[config.mk]
export PLATFORM = sky130hd
export DESIGN_NAME = ray_lane_scheduler_flat
export DESIGN_NICKNAME = d
export VERILOG_FILES = /design/src/rtl/ray_lane_scheduler_if.sv /design/src/rtl/ray_lane_scheduler.sv /design/src/flat_wrapper.sv
export SDC_FILE = /design/constraint.sdc
export NUM_CORES = 2
export LEC_CHECK = 0
export ABC_AREA = 1
export BUFFER_PORTS_ARGS = -buffer_cell sky130_fd_sc_hd__buf_2
export CORE_MARGIN = 5
export CORE_UTILIZATION = 50
export DETAILED_ROUTE_END_ITERATION = 16
export HOLD_SLACK_MARGIN = 0.06
export PLACE_DENSITY = 0.79
export SYNTH_ARGS = -nofsm -noshare
export SYNTH_HDL_FRONTEND = slang
export SYNTH_SLANG_ARGS = --single-unit
export TNS_END_PERCENT = 5
[constraint.sdc]
create_clock -name clk -period 5.5 [get_ports clk]
set_clock_uncertainty 0.2 [all_clocks]
set_input_delay 0.275 -clock clk [delete_from_list [all_inputs] [get_ports clk]]
set_output_delay 0.275 -clock clk [all_outputs]
set_load 0.02 [all_outputs]
[src/rtl/ray_lane_scheduler_if.sv]
// ray_lane_scheduler_if: ray input stream, per-lane processor bus and pixel output stream
// Ports: ray_valid/ray_ready/ray_dir_*; lane_start/lane_dir_*/lane_done/lane_rgb; ready_external/valid_data_out/r/g/b/sof/last_x
interface ray_lane_scheduler_if #(
  parameter int NUM_LANES = 4,
  parameter int DIR_W = 32
);
  logic ray_valid, ray_ready;
  logic [DIR_W-1:0] ray_dir_x, ray_dir_y, ray_dir_z;
  logic [NUM_LANES-1:0] lane_start, lane_done;
  logic [NUM_LANES*DIR_W-1:0] lane_dir_x, lane_dir_y, lane_dir_z;
  logic [NUM_LANES*24-1:0] lane_rgb;
  logic ready_external, valid_data_out, sof, last_x;
  logic [7:0] r, g, b;
  modport slave (
    input ray_valid, ray_dir_x, ray_dir_y, ray_dir_z, lane_done, lane_rgb, ready_external,
    output ray_ready, lane_start, lane_dir_x, lane_dir_y, lane_dir_z, valid_data_out, r, g, b, sof, last_x
  );
  modport master (
    output ray_valid, ray_dir_x, ray_dir_y, ray_dir_z, lane_done, lane_rgb, ready_external,
    input ray_ready, lane_start, lane_dir_x, lane_dir_y, lane_dir_z, valid_data_out, r, g, b, sof, last_x
  );
endinterface

[src/rtl/ray_lane_scheduler.sv]
// ray_lane_scheduler: round-robin ray dispatch to NUM_LANES lanes with reorder buffer and in-order pixel output
// Ports: clk, reset_n (async low), image_width/height, start_frame, frame_busy, frame_done, bus (ray/lane/pixel streams)
module ray_lane_scheduler #(
  parameter int NUM_LANES = 4,
  parameter int DIR_W = 32,
  parameter int DIM_W = 13,
  parameter int ROB_DEPTH = 8
) (
  input  logic clk,
  input  logic reset_n,
  input  logic [DIM_W-1:0] image_width,
  input  logic [DIM_W-1:0] image_height,
  input  logic start_frame,
  output logic frame_busy,
  output logic frame_done,
  ray_lane_scheduler_if.slave bus
);
  localparam int CW = 2*DIM_W;
  localparam int TW = $clog2(ROB_DEPTH);
  localparam int LW = NUM_LANES > 1 ? $clog2(NUM_LANES) : 1;
  localparam int VW = NUM_LANES*DIR_W;
  typedef enum logic [1:0] {IDLE, RUN, DRAIN} state_t;
  state_t state_q, state_d;
  logic [DIM_W-1:0] w_q, w_d, x_q, x_d, y_q, y_d;
  logic [CW-1:0] total_q, total_d, issued_q, issued_d, retired_q, retired_d, start_total;
  logic [NUM_LANES-1:0] owned_q, owned_d, start_q, start_d;
  logic [TW-1:0] tag_q [NUM_LANES];
  logic [TW-1:0] tag_d [NUM_LANES];
  logic [LW-1:0] ptr_q, ptr_d, pick;
  logic [VW-1:0] dx_q, dx_d, dy_q, dy_d, dz_q, dz_d;
  logic [23:0] rob_q [ROB_DEPTH];
  logic [23:0] rob_d [ROB_DEPTH];
  logic [ROB_DEPTH-1:0] rv_q, rv_d;
  logic done_q, done_d, any_free, accept, xfer;
  logic [TW-1:0] head;
  assign start_total = CW'(image_width) * CW'(image_height);
  assign head = retired_q[TW-1:0];
  assign bus.ray_ready = state_q == RUN && issued_q < total_q && any_free && (issued_q - retired_q) < CW'(ROB_DEPTH);
  assign accept = bus.ray_ready && bus.ray_valid;
  assign bus.valid_data_out = rv_q[head];
  assign {bus.r, bus.g, bus.b} = rob_q[head];
  assign bus.sof = bus.valid_data_out && x_q == '0 && y_q == '0;
  assign bus.last_x = bus.valid_data_out && x_q == w_q - DIM_W'(1);
  assign xfer = bus.valid_data_out && bus.ready_external;
  assign bus.lane_start = start_q;
  assign bus.lane_dir_x = dx_q;
  assign bus.lane_dir_y = dy_q;
  assign bus.lane_dir_z = dz_q;
  assign frame_busy = state_q != IDLE;
  assign frame_done = done_q;
  // Walk downward so the last hit is the nearest free lane after the previous grant.
  always_comb begin
    any_free = 1'b0;
    pick = '0;
    for (int i = NUM_LANES; i >= 1; i--)
      if (!owned_q[LW'((int'(ptr_q) + i) % NUM_LANES)]) begin
        any_free = 1'b1;
        pick = LW'((int'(ptr_q) + i) % NUM_LANES);
      end
  end
  always_comb begin
    state_d = state_q;
    w_d = w_q;
    x_d = x_q;
    y_d = y_q;
    total_d = total_q;
    issued_d = issued_q;
    retired_d = retired_q;
    owned_d = owned_q;
    start_d = '0;
    tag_d = tag_q;
    ptr_d = accept ? pick : ptr_q;
    dx_d = dx_q;
    dy_d = dy_q;
    dz_d = dz_q;
    rob_d = rob_q;
    rv_d = rv_q;
    done_d = 1'b0;
    if (state_q == IDLE && start_frame) begin
      w_d = image_width;
      total_d = start_total;
      issued_d = '0;
      retired_d = '0;
      x_d = '0;
      y_d = '0;
      done_d = start_total == '0;
      state_d = start_total == '0 ? IDLE : RUN;
    end
    if (accept) begin
      start_d[pick] = 1'b1;
      owned_d[pick] = 1'b1;
      tag_d[pick] = issued_q[TW-1:0];
      issued_d = issued_q + CW'(1);
      dx_d[int'(pick)*DIR_W +: DIR_W] = bus.ray_dir_x;
      dy_d[int'(pick)*DIR_W +: DIR_W] = bus.ray_dir_y;
      dz_d[int'(pick)*DIR_W +: DIR_W] = bus.ray_dir_z;
    end
    // The issue window keeps a lane's tag slot disjoint from the head being read.
    for (int i = 0; i < NUM_LANES; i++)
      if (bus.lane_done[i] && owned_q[i]) begin
        owned_d[i] = 1'b0;
        rob_d[tag_q[i]] = bus.lane_rgb[i*24 +: 24];
        rv_d[tag_q[i]] = 1'b1;
      end
    if (xfer) begin
      rv_d[head] = 1'b0;
      retired_d = retired_q + CW'(1);
      x_d = x_q == w_q - DIM_W'(1) ? '0 : x_q + DIM_W'(1);
      y_d = x_q == w_q - DIM_W'(1) ? y_q + DIM_W'(1) : y_q;
    end
    // Finishing on the final transfer makes frame_done land the cycle after it.
    if (state_q != IDLE && xfer && retired_q + CW'(1) == total_q) begin
      state_d = IDLE;
      done_d = 1'b1;
    end else if (state_q == RUN && issued_q == total_q) state_d = DRAIN;
  end
  always_ff @(posedge clk or negedge reset_n)
    if (!reset_n) begin
      state_q <= IDLE;
      w_q <= '0;
      x_q <= '0;
      y_q <= '0;
      total_q <= '0;
      issued_q <= '0;
      retired_q <= '0;
      owned_q <= '0;
      start_q <= '0;
      ptr_q <= LW'(NUM_LANES - 1);
      dx_q <= '0;
      dy_q <= '0;
      dz_q <= '0;
      rv_q <= '0;
      done_q <= 1'b0;
      for (int i = 0; i < NUM_LANES; i++) tag_q[i] <= '0;
      for (int i = 0; i < ROB_DEPTH; i++) rob_q[i] <= '0;
    end else begin
      state_q <= state_d;
      w_q <= w_d;
      x_q <= x_d;
      y_q <= y_d;
      total_q <= total_d;
      issued_q <= issued_d;
      retired_q <= retired_d;
      owned_q <= owned_d;
      start_q <= start_d;
      ptr_q <= ptr_d;
      dx_q <= dx_d;
      dy_q <= dy_d;
      dz_q <= dz_d;
      rv_q <= rv_d;
      done_q <= done_d;
      tag_q <= tag_d;
      rob_q <= rob_d;
    end
endmodule

[src/flat_wrapper.sv]
// flat-port wrapper written by rule: the top's interface ports become plain ports
module ray_lane_scheduler_flat 
#(
  parameter int NUM_LANES = 4,
  parameter int DIR_W = 32,
  parameter int DIM_W = 13,
  parameter int ROB_DEPTH = 8
)
  (clk, reset_n, image_width, image_height, start_frame, frame_busy, frame_done, bus_ray_valid, bus_ray_dir_x, bus_ray_dir_y, bus_ray_dir_z, bus_lane_done, bus_lane_rgb, bus_ready_external, bus_ray_ready, bus_lane_start, bus_lane_dir_x, bus_lane_dir_y, bus_lane_dir_z, bus_valid_data_out, bus_r, bus_g, bus_b, bus_sof, bus_last_x);
  ray_lane_scheduler_if #(.NUM_LANES(NUM_LANES), .DIR_W(DIR_W)) bus_i ();
  input  logic clk;
  input  logic reset_n;
  input  logic [DIM_W-1:0] image_width;
  input  logic [DIM_W-1:0] image_height;
  input  logic start_frame;
  output logic frame_busy;
  output logic frame_done;
  input wire logic [$bits(bus_i.ray_valid)-1:0] bus_ray_valid;
  input wire logic [$bits(bus_i.ray_dir_x)-1:0] bus_ray_dir_x;
  input wire logic [$bits(bus_i.ray_dir_y)-1:0] bus_ray_dir_y;
  input wire logic [$bits(bus_i.ray_dir_z)-1:0] bus_ray_dir_z;
  input wire logic [$bits(bus_i.lane_done)-1:0] bus_lane_done;
  input wire logic [$bits(bus_i.lane_rgb)-1:0] bus_lane_rgb;
  input wire logic [$bits(bus_i.ready_external)-1:0] bus_ready_external;
  output wire logic [$bits(bus_i.ray_ready)-1:0] bus_ray_ready;
  output wire logic [$bits(bus_i.lane_start)-1:0] bus_lane_start;
  output wire logic [$bits(bus_i.lane_dir_x)-1:0] bus_lane_dir_x;
  output wire logic [$bits(bus_i.lane_dir_y)-1:0] bus_lane_dir_y;
  output wire logic [$bits(bus_i.lane_dir_z)-1:0] bus_lane_dir_z;
  output wire logic [$bits(bus_i.valid_data_out)-1:0] bus_valid_data_out;
  output wire logic [$bits(bus_i.r)-1:0] bus_r;
  output wire logic [$bits(bus_i.g)-1:0] bus_g;
  output wire logic [$bits(bus_i.b)-1:0] bus_b;
  output wire logic [$bits(bus_i.sof)-1:0] bus_sof;
  output wire logic [$bits(bus_i.last_x)-1:0] bus_last_x;
  assign bus_i.ray_valid = bus_ray_valid;
  assign bus_i.ray_dir_x = bus_ray_dir_x;
  assign bus_i.ray_dir_y = bus_ray_dir_y;
  assign bus_i.ray_dir_z = bus_ray_dir_z;
  assign bus_i.lane_done = bus_lane_done;
  assign bus_i.lane_rgb = bus_lane_rgb;
  assign bus_i.ready_external = bus_ready_external;
  assign bus_ray_ready = bus_i.ray_ready;
  assign bus_lane_start = bus_i.lane_start;
  assign bus_lane_dir_x = bus_i.lane_dir_x;
  assign bus_lane_dir_y = bus_i.lane_dir_y;
  assign bus_lane_dir_z = bus_i.lane_dir_z;
  assign bus_valid_data_out = bus_i.valid_data_out;
  assign bus_r = bus_i.r;
  assign bus_g = bus_i.g;
  assign bus_b = bus_i.b;
  assign bus_sof = bus_i.sof;
  assign bus_last_x = bus_i.last_x;
  ray_lane_scheduler #(.NUM_LANES(NUM_LANES), .DIR_W(DIR_W), .DIM_W(DIM_W), .ROB_DEPTH(ROB_DEPTH)) u_core (.clk(clk), .reset_n(reset_n), .image_width(image_width), .image_height(image_height), .start_frame(start_frame), .frame_busy(frame_busy), .frame_done(frame_done), .bus(bus_i));
endmodule
==> summary.md <==
| Metric | Value |
|---|---|
| Status | `completed` |
| Post-synth EDFFs | `0` |
| Pre-antenna DRT Iters | `9` |
| Area grow syn2layout | `18.9%` |
| Power per Cell Area | `353 mW/mm²` |
| Synth area leaders | `dfrtp_1, nand2_1, nand3_1` |
| Final setup viols | `0` |
| Maximum VDD drop | `503 µV` |
| Chip Width | `roughly 330 µm` |
| Cells after Synth | `7039` |
| Hold slack | `0.0199 ns` |
| Num CTS Buffers | `85` |
| CTS Buffer Depth | `3` |
| Transition time of the tightest slew-check pin | `1.32 ns` |
| Setup crit end kind | `register` |
| Post-DRT Antenna Nets | `0` |
| Post-layout util | `about three fifths` |
| Leading cell types by count after synthesis | `nand2_1, dfrtp_1, inv_1` |
| Max_cap viols | `0` |
| Inst Count DP | `roughly 8.6k` |
| I/O Buffers | `between 600 and 700` |
| Critical path origin | `image_width[10]` |
| Later-pin clock latency in the skew report | `approximately 0.70 ns` |
| Largest net degree at the start of global routing | `between 200 and 250` |
| TritonCTS Sinks | `726` |
| Synth Net Count | `7523` |
| Global Route Usage Sum | `37.1%` |
| Core Area | `~0.10 mm²` |
| Arrival @ worst endpoint | `5.62 ns` |
| Yosys reg bits | `between 700 and 800` |
| Headroom to the max-slew limit | `11.8%` |
| Iter 0 DRT Violations | `8611` |
| Crit share post-route | `between 90% and 100%` |
| GR Overflow Total | `0` |
| Routed wire length per instance | `22.8 µm` |
| Count leader, synth | `nand2_1` |
| Total wire length | `207000 µm` |
| Sequential fraction of the synthesis area | `between 30 and 40%` |
| Synth top area share | `~36%` |
| P_leak | `roughly 32 nW` |
| CTS tree | `built` |
| Worst reg2reg path startpoint | `u_core.ptr_q[0]` |
| Clk slew on worst S/H paths | `0.06 ns` |
| Crit-path max FO | `8` |
| Asr flop ratio synth | `100%` |
| Starting Density | `50.5%` |
| Num rows | `116` |
| GPL Wtd Cong | `0.949` |
| First-pass GRT wire length | `317000 µm` |
| Final Non-Filler Cells | `between 9k and 10k` |
| Warnings, synthesis | `0` |
| I/O pin count | `645` |
| Syn_area_per_cell | `about 7.2 µm²` |
| Min Tclk post-route | `about 5.2 ns` |
| H-tree depth | `3` |
| CTS root buf | `clkbuf_16` |
| DRC | `0` |
| Endpoints failing hold | `0` |
| Die height | `328 µm` |
| Die footprint | `around 0.11 mm²` |
| # fillers | `8844` |
| Via density | `approximately 6.2` |
| Via count of the first global-routing pass | `~54k` |
| Count of final max-slew check failures | `0` |
| Worst Path Required | `5.89 ns` |
| Crit Reg-Reg Endpoint | `u_core.bus.lane_dir_x[84]` |
| Nature of the critical path startpoint | `input pin` |
| Reg2reg setup slack | `0.72 ns` |
| Synthesized area | `slightly above 0.05 mm²` |
| CP Class | `in -> reg` |
| Layout cells sized above 1 | `14.6%` |
| RSZ-0062 raised after global routing | `true` |
| Most used DFF post-synth | `dfrtp_1` |
| Fmax | `191 MHz` |
| CP endpoint | `u_core.frame_done` |
| Synth unique cells | `52` |
| Fin nets | `a little over 8k` |
| Post-DP HPWL | `131000 µm` |
| Vias | `~56k` |
| Antenna violations before repair | `21` |
| Worst Hold Class | `in -> async` |
| Worst Reg-to-Reg Cells | `12` |
| Leading area contributor after synthesis | `dfrtp_1` |
==> through the flow <==
stage / setup WS [ns] / power [W] / setup TNS, ns / instance area [µm²]
after floorplan: 0.535 / 0.0122 / 0 / 50600
after global placement: 0.173 / 0.0145 / 0 / 54300
after CTS: 0.278 / 0.0209 / 0 / 60100
after detailed placement: 0.113 / 0.0146 / 0 / 54300
after global routing: -0.0784 / 0.0226 / -0.139 / 60200
final: 0.274 / 0.0212 / 0 / 60200
==> cell usage in the layout, fill, tap and decap left out, drive strengths merged, types with 16 or more instances in the layout <==
cell | synthesis | routed
xnor2 | 16 | 16
diode | 0 | 19
dfrtp | 724 | 724
o21ai | 329 | 329
nor4 | 110 | 110
nand2 | 1832 | 1832
a21oi | 229 | 229
clkinv | 6 | 20
xor2 | 65 | 65
dlygate4sd3 | 0 | 292
or2 | 174 | 174
nand3 | 646 | 646
o21a | 64 | 64
inv | 670 | 681
buf | 105 | 742
o2111ai | 23 | 23
a31oi | 38 | 38
o211ai | 40 | 40
nor2 | 552 | 552
fa | 121 | 121
o22ai | 189 | 189
ha | 136 | 136
clkbuf | 433 | 125
nor3 | 40 | 40
nand4 | 460 | 460
==> power breakdown <==
group / internal (W) / switching [W]
clock: 0.00347 / 0.00258
combinational: 0.00304 / 0.00621
sequential: 0.00563 / 0.000310
total: 0.0121 / 0.00909
==> worst max-delay path: stages <==
cell and delay (ns):
dlygate4sd3_1 0.54, buf_2 0.19, buf_4 0.18, nand2_1 0.08, fa_1 0.49, fa_1 0.51, inv_1 0.06, fa_1 0.49
fa_1 0.49, inv_1 0.05, fa_1 0.47, inv_1 0.04, ha_1 0.34, a21oi_1 0.28, o21ai_0 0.21, a21oi_1 0.18
nand2_1 0.08, xnor2_1 0.17, nand2_1 0.10, nor3_1 0.19, nand4_1 0.09, nand2_1 0.08
==> how the worst min path moves through the flow <==
stage          slack [ns]                  endpoint  cells after the start   startpoint
3_5_place_dp         0.20         u_core.rob_q[115]                      1      reset_n
3_3_place_gp         0.20         u_core.rob_q[117]                      1      reset_n
2_1_floorplan       -0.22  u_core.bus.lane_dir_x[0]                      0      reset_n
5_1_grt               0.1         u_core.rob_q[117]                      2      reset_n
4_1_cts              0.07        u_core.total_q[17]                      5  start_frame
6_report             0.02         u_core.rob_q[117]                      2      reset_n
==> state kept, by name (all words and copies together), names as in the netlist, 2 cells and up <==
register / cells
u_core.rv_q: 8
u_core.state_q: 2
u_core.total_q: 26
u_core.y_q: 13
u_core.owned_q: 4
u_core.rob_q: 192
u_core.bus.lane_dir_x: 128
u_core.retired_q: 26
u_core.bus.lane_dir_z: 128
u_core.issued_q: 26
u_core.w_q: 13
u_core.x_q: 13
u_core.bus.lane_start: 4
u_core.tag_q: 12
u_core.ptr_q: 2
u_core.bus.lane_dir_y: 128
==> kinds of logic after synthesis <==
logic type / Yosys count / share of synthesized area (%)
AO/OA/AOI/OAI: 928 / 10.5
XOR/XNOR: 83 / 1.49
flip-flops: 726 / 35.9
buffers and inverters: 1214 / 9.76
adder cells (fa/ha/maj): 257 / 8.15
AND/OR/NAND/NOR: 3831 / 34.2
==> repair_timing <==
| action | CTS | global route |
|---|---|---|
| hold buffers | 292 | 0 |
| hold endpoints to repair | 728 | 0 |
| setup buffers | 0 | 1 |
| setup endpoints to repair | 0 | 2 |
| resized for setup | 0 | 14 |
==> layer usage <==
layer | vias up | global-route usage, % | wire length (µm)
met4 | 2 | 23.8 | 16700
met1 | 26143 | 45.5 | 72500
met2 | 4254 | 56.8 | 90500
met5 | - | 0 | 13
met3 | 1149 | 11.3 | 27300
li1 | 24561 | - | -
==> final cells by class <==
| type | count | area (µm²) | area share (%) |
|---|---|---|---|
| inverter | 676 | 2540 | 4.22 |
| sequential | 726 | 18200 | 30.2 |
| multi-input combinational | 5099 | 27700 | 46.0 |
| clock inverter | 36 | 513 | 0.852 |
| clock buffer | 119 | 2400 | 3.99 |
| tap | 1357 | 1700 | 2.82 |
| antenna | 19 | 47.5 | 0.0790 |
| timing repair buffer | 1040 | 7120 | 11.8 |
No activity file was read; power rests on OpenSTA's default activity.
